File: src/rtl/word_match_pipe_pkg.sv
// Shared widths and constants for the word match pipeline.
// Imported by the top level of the block.
package word_match_pipe_pkg;

    localparam int DATA_W = 32;
    localparam int CNT_W  = 16;

    localparam logic [CNT_W-1:0] CNT_MAX = '1;

endpackage

File: src/rtl/equality_32.sv
// 32-bit equality comparator.
// Used as the S1 to S2 compare stage.
module equality_32 (
    input  logic [31:0] a,
    input  logic [31:0] b,
    output logic        eq
);

    assign eq = (a == b);

endmodule

File: src/rtl/word_match_pipe.sv
// Two-stage valid/ready pipeline matching words against a pattern.
// Tags each result with its stream index and keeps saturating totals.
module word_match_pipe #(
    parameter int DATA_W = word_match_pipe_pkg::DATA_W,
    parameter int CNT_W  = word_match_pipe_pkg::CNT_W
) (
    input  logic              clk,
    input  logic              reset,
    input  logic              pat_we,
    input  logic [DATA_W-1:0] pat_data,
    input  logic              clr,
    input  logic              in_valid,
    input  logic [DATA_W-1:0] in_data,
    output logic              in_ready,
    output logic              out_valid,
    output logic              out_hit,
    output logic [CNT_W-1:0]  out_idx,
    input  logic              out_ready,
    output logic [CNT_W-1:0]  word_count,
    output logic [CNT_W-1:0]  match_count
);

    import word_match_pipe_pkg::*;

    localparam logic [CNT_W-1:0] SAT = CNT_MAX;

    logic [DATA_W-1:0] pat_reg;

    logic              s1_valid;
    logic [DATA_W-1:0] s1_data;
    logic [CNT_W-1:0]  s1_idx;

    logic              s2_valid;
    logic              s2_hit;
    logic [CNT_W-1:0]  s2_idx;

    logic s1_hit;
    logic s2_free;
    logic s1_move;
    logic accept;
    logic hit_done;

    equality_32 u_eq (
        .a  (s1_data),
        .b  (pat_reg),
        .eq (s1_hit)
    );

    // Handshake: S1 may refill when it drains, S2 frees on consume.
    always_comb begin
        s2_free  = ~s2_valid | out_ready;
        s1_move  = s1_valid & s2_free;
        in_ready = (~s1_valid | s2_free) & ~pat_we;
        accept   = in_valid & in_ready;
        hit_done = s2_valid & out_ready & s2_hit;
    end

    assign out_valid = s2_valid;
    assign out_hit   = s2_hit;
    assign out_idx   = s2_idx;

    // Pattern register; a word leaving S1 this edge sees the old value.
    always_ff @(posedge clk or posedge reset) begin
        if (reset) begin
            pat_reg <= '0;
        end else if (pat_we) begin
            pat_reg <= pat_data;
        end
    end

    // S1: capture accepted word tagged with the pre-increment count.
    always_ff @(posedge clk or posedge reset) begin
        if (reset) begin
            s1_valid <= 1'b0;
            s1_data  <= '0;
            s1_idx   <= '0;
        end else if (accept) begin
            s1_valid <= 1'b1;
            s1_data  <= in_data;
            s1_idx   <= word_count;
        end else if (s1_move) begin
            s1_valid <= 1'b0;
        end
    end

    // S2: take the compare result from S1, or drain on consume.
    always_ff @(posedge clk or posedge reset) begin
        if (reset) begin
            s2_valid <= 1'b0;
            s2_hit   <= 1'b0;
            s2_idx   <= '0;
        end else if (s1_move) begin
            s2_valid <= 1'b1;
            s2_hit   <= s1_hit;
            s2_idx   <= s1_idx;
        end else if (s2_free) begin
            s2_valid <= 1'b0;
        end
    end

    // Saturating totals; clear takes priority over increments.
    always_ff @(posedge clk or posedge reset) begin
        if (reset) begin
            word_count  <= '0;
            match_count <= '0;
        end else if (clr) begin
            word_count  <= '0;
            match_count <= '0;
        end else begin
            if (accept && word_count != SAT) begin
                word_count <= word_count + 1'b1;
            end
            if (hit_done && match_count != SAT) begin
                match_count <= match_count + 1'b1;
            end
        end
    end

endmodule

File: config.mk
export PLATFORM = sky130hd
export DESIGN_NAME = word_match_pipe
export DESIGN_NICKNAME = d
export VERILOG_FILES = /design/src/rtl/word_match_pipe_pkg.sv /design/src/rtl/equality_32.sv /design/src/rtl/word_match_pipe.sv
export SDC_FILE = /design/constraint.sdc
export NUM_CORES = 1
export LEC_CHECK = 0
export ABC_CLOCK_PERIOD_IN_PS = 5090
export CAP_MARGIN = 0
export CORE_MARGIN = 3
export CORE_UTILIZATION = 46
export CTS_CLUSTER_SIZE = 30
export DETAILED_ROUTE_END_ITERATION = 16
export PLACE_DENSITY = 0.76
export SYNTH_ARGS = -nofsm -noshare
export SYNTH_HDL_FRONTEND = slang
export SYNTH_HIERARCHICAL = 1
export SYNTH_SLANG_ARGS = --single-unit
File: constraint.sdc
create_clock -name clk -period 5.09 [get_ports clk]
set_clock_uncertainty 0.05 [all_clocks]
set_input_delay 1.2725 -clock clk [delete_from_list [all_inputs] [get_ports clk]]
set_output_delay 1.2725 -clock clk [all_outputs]
set_load 0.03 [all_outputs]
==> out/qor.csv <==
metric,value,unit
status,"finished, final reports clean",
reg2reg_depth,5,
dr.max_layer_used,met4,
synth_edf_count,0,
max_clock_freq,0.2389,GHz
vias_per_cell,5.368,
dp_hpwl,9226,um
cp.arrival,2.86,ns
die_height,119.3,um
dieArea,0.01424,mm^2
drt_iter0_drc,162,
yosysWarnings,6,
cts-root-buf,clkbuf_16,
syn-instance-count,456,
finalWeightedCongestion,0.7844,
finalCritPeriodShare,82.23,%
wirelength,12780,um
critical_path.startpoint,out_ready,
endpoint,in_ready,
ir_drop,0.0002418,V
cts_tree,yes,
yosysSeqAreaShare,55.50,%
fin_setup_tns,0,ns
antenna_found_initial,0,
r2r_slack,2.73,ns
synth_common_cells,"131 x dfrtp_1, 102 x mux2_2, 32 x xor2_1",
synthToLayoutAreaGrowth,33.76,%
clk_pin_slew,0.05,ns
post_cts_buffers,0,
cts_sinks,131,
overflow,0,
path_common_cell,clkdlybuf4s50_1,
slew_headroom,24.17,%
hp-class,reg -> reg,
p_leak,0.003332,uW
power,2709,uW
cp_top_family,buffers and inverters,
num_rows,40,
diodes,0,
synth_cell_types,43,
routedWlPerCell,16.73,um
min_period,4.185,ns
die_w,119.3,um
clockBufferDepth,2,
routed-via-count,4101,
slowest_stage,clkdlybuf4s50_1,
max_stage_delay,0.68,ns
drv_slew,0,
drive_above_1_share,25.00,%
max_cap_viol_count,0,
drc_errors,0,
cts_buffers,17,
grt_pass1_vias,4182,
dr.pass1.iters,4,
port_buffers,120,
met2WireLength,6229,um
synth_area,0.005907,mm^2
met3WireLength,942,um
power_density,342.8,mW/mm^2
r2r_start,word_count[0]$_DFFE_PP0P_,
fin_nets,655,
crit_path_start_kind,input port,
finalNonFillerCells,764,
synthTopCellsByArea,"dfrtp_1 55%, mux2_2 19%, xor2_1 4.7%, a21oi_1 1.9%, o31ai_1 1.5%",
drt-met1-wl,5388,um
rr_endpoint,word_count[13]$_DFFE_PP0P_,
io_pins,121,
worstPathCellList,clkdlybuf4s50_1 -> nand3b_1 -> nor2b_1 -> clkdlybuf4s50_1,
core_area,0.01226,mm^2
grt.total_usage,18.58,%
finalHoldViolCount,0,
ant_nets,0,
async_flop_share,100.0,%
syn-num-nets,528,
final.fill_count,973,
setup_viol,0,
postSynthAreaPerCell,12.95,um^2
grt_pass1_wl,20920,um
yosysMostFrequentCell,dfrtp_1,
synth_area_leader_cell,dfrtp_1,
synthFlopType,dfrtp_1,
grt_start_max_net_pins,79,
synth_top_cell_area_share,55.50,%
worstMarginPinSlew,1.134,ns
crit_type,in -> out,
clock_latency,0.41,ns
initial_core_util,48.17,%
worstPathMaxFanout,5,
placed_cells,732,
cts_resized,0,
htreeDepth,4,
timing.hold.ws,0.4475,ns
rsz0062_at_grt,false,
cp.buffers_inverters,2,
ctsHoldBuffers,0,
endpoint_kind,output pin,
synth_seq_cells,131,
worstPathRequired,3.77,ns
cp.depth,4,
==> per-stage QoR <==
stage / util (%) / area [um^2] / worst slack, ns
2_1_floorplan: - / 5907 / 0.2698
3_3_place_gp: 59.27 / 7267 / 0.8772
3_5_place_dp: 59.27 / 7267 / 0.8991
4_1_cts: 64.44 / 7901 / 0.8927
5_1_grt: 64.44 / 7901 / 0.8526
6_report: 64.44 / 7901 / 0.9045
==> cell families after synthesis <==
logic type | share of synthesized area (%)
AND/OR/NAND/NOR | 12.48
flip-flops | 55.50
buffers and inverters | 1.822
XOR/XNOR | 4.745
AO/OA/AOI/OAI | 5.042
multiplexers | 20.00
adder cells (fa/ha/maj) | 0.4236
==> cell usage in the layout, fill, tap and decap left out, types with 5 or more instances in the layout <==
| master | n |
|---|---|
| clkbuf_8 | 6 |
| dfrtp_1 | 131 |
| nor2_1 | 12 |
| clkbuf_16 | 17 |
| mux2_2 | 102 |
| clkdlybuf4s50_1 | 120 |
| nand3_1 | 10 |
| or3_1 | 9 |
| nor4_1 | 13 |
| o21ai_0 | 8 |
| xor2_1 | 32 |
| buf_4 | 5 |
| o31ai_1 | 12 |
| or4_1 | 10 |
| nand4_1 | 9 |
| nor2b_1 | 9 |
| a21oi_1 | 23 |
| nand2_1 | 16 |
==> power by group <==
| part | total, uW | switching (uW) | leakage, uW | internal [uW] |
|---|---|---|---|---|
| clock network | 1270 | 425 | 0.000306 | 849 |
| logic | 266 | 112 | 0.00135 | 155 |
| registers | 1170 | 51.2 | 0.00168 | 1120 |
| total | 2710 | 588 | 0.00333 | 2120 |
==> worst reg2reg max path, delay by kind of cell, from the launching register on <==
kind                       cells  cell delay [ns]
and+or+nand+nor                3             1.20
DFF                            1             0.44
adders and majority gates      1             0.24
muxes                          1             0.31
==> layer usage <==
| metal | GRT usage [%] | up-vias |
|---|---|---|
| li1 | - | 1941 |
| met5 | 0 | - |
| met3 | 6.648 | 19 |
| met2 | 30.98 | 129 |
| met1 | 21.87 | 2012 |
| met4 | 7.516 | 0 |
==> layout make-up <==
cell class              instances  area (um^2)  area share [%]
well taps                     168        210.2           2.660
flip-flops and latches        131         3278           41.49
multi-input cells             304         2522           31.92
clock inverters                 7        118.9           1.504
inverters                       4        17.52          0.2217
clock buffers                  25        515.5           6.524
repair buffers                125         1239           15.68
==> worst min path at each step <==
stage	cells past startpoint	endpoint	start
floorplan	1	out_valid$_DFFE_PP0P_	s1_valid$_DFFE_PP0P_
CTS	1	out_idx[8]$_DFFE_PP0P_	s1_idx[8]$_DFFE_PP0P_
global route	1	out_idx[13]$_DFFE_PP0P_	s1_idx[13]$_DFFE_PP0P_
global placement	1	out_valid$_DFFE_PP0P_	s1_valid$_DFFE_PP0P_
detailed placement	1	out_valid$_DFFE_PP0P_	s1_valid$_DFFE_PP0P_
finish	1	out_idx[8]$_DFFE_PP0P_	s1_idx[8]$_DFFE_PP0P_
No activity file was read; power rests on OpenSTA's default activity.
==> patch, RTL diff (config.mk and constraints unchanged) <==
Change the package constant `CNT_W` from 16 to 18.
--- a/src/rtl/word_match_pipe_pkg.sv
+++ b/src/rtl/word_match_pipe_pkg.sv
@@ -5,3 +5,3 @@
     localparam int DATA_W = 32;
-    localparam int CNT_W  = 16;
+    localparam int CNT_W  = 18;
 
Ports: changed (resized match_count, out_idx and word_count); port bits go from 121 to 127. The function was not compared with the original's and may differ.
==> patch against the unedited design <==
Cell area up 3.9%. Critical path depth unchanged. Global-route usage up 1.5 points. Critical endpoint unchanged. Die area grew 4.4%. Routed wire length increased by 10%. Largest cell class unchanged. Sequential cell count grew 8. Non-clock buffer count up 7. Total power shrank 0.98%. Worst setup slack got worse by 6.4 ps. Synthesized area is 4.6% higher.
==> patch: results (changes against the unedited design) <==
Clk. pwr=0.00120 W (-6%); post-DR vias/cell=5.158 (-3.9%); WHS Path Cells=2 (+1); largest net degree at the start of global routing=92 (+16%); Non-clk bufs=132 (+5.6%); DP Wirelength=9666 um (+4.8%); Hold EP=s1_idx[4]; Leakage=3.760 nW (+13%); Seq. cell area=3478 um^2 (+6.1%); compound-gate portion of the synthesized area=2.227% (-2.8 points); Net Sw Frac=22.99% (+1.3 points); r2r endpoint=word_count[16]; internal reg-to-reg setup slack=2660 ps (-70 ps); maximum vdd drop=0.1976 mV (-18%); Worst R2R Path Depth=6 (+1); first-pass GRT wire length=23160 um (+11%); Worst Tran Pin Value=958.4 ps (-175.5 ps); signal buffers share of area=15.91% (+0.24 points); WHS=425.0 ps (-22.46 ps); vias in the first global route=4783 (+14%); area of the multi-input gates=2609 um^2 (+3.4%); proportion of layout cells with a drive suffix above 1=13.69% (-11 points); First DRT Iteration DRCs=320 (+98%); All-Layer GR Usage=20.05% (+1.5 points); inverters=5 (+1); Syn Nets=652 (+23%); Hold Crit Start=s1_idx[4]; top cells by count, synth=nand2_1 (163), dfrtp_1 (139), mux2_2 (51); Fillers=1037 (+6.6%); status=finished, final reports clean; Clock-cell share=7.012% (-1.0 points); Multi-In Gates=415 (+37%); Post-Synth XOR/XNOR Area=7.795% (+3.1 points)
## patch: changes by cell type in the layout (fill, tap and decap cells not counted), moves of 9 or more
cell	before	now
nor3_1	1	10
a21oi_1	23	8
mux2_2	102	51
xnor2_1	0	12
xor2_1	32	43
nor2_1	12	34
nand2_1	16	163
o31ai_1	12	1
## patch: per-stage QoR
step | std cells | worst slack, ps | instance area, um^2 | util [%] | total power, W
6_report | 895 | 898.1 | 8208 | 63.75 | 0.002682
5_1_grt | 895 | 823.4 | 8208 | 63.75 | 0.002793
4_1_cts | 895 | 896.5 | 8208 | 63.75 | 0.002710
3_5_place_dp | 863 | 900.9 | 7632 | 59.28 | 0.001507
3_3_place_gp | 863 | 932.9 | 7632 | 59.28 | 0.001497
2_1_floorplan | 580 | 42.98 | 6180 | - | 0.001390
## patch: routing by layer
metal / up-vias / GRT usage, % / wire (um)
li1: 2208 / - / -
met1: 2226 / 26.04 / 6197
met2: 151 / 31.73 / 6699
met3: 31 / 5.571 / 891
met4: 0 / 8.543 / 290
met5: - / 0 / 0
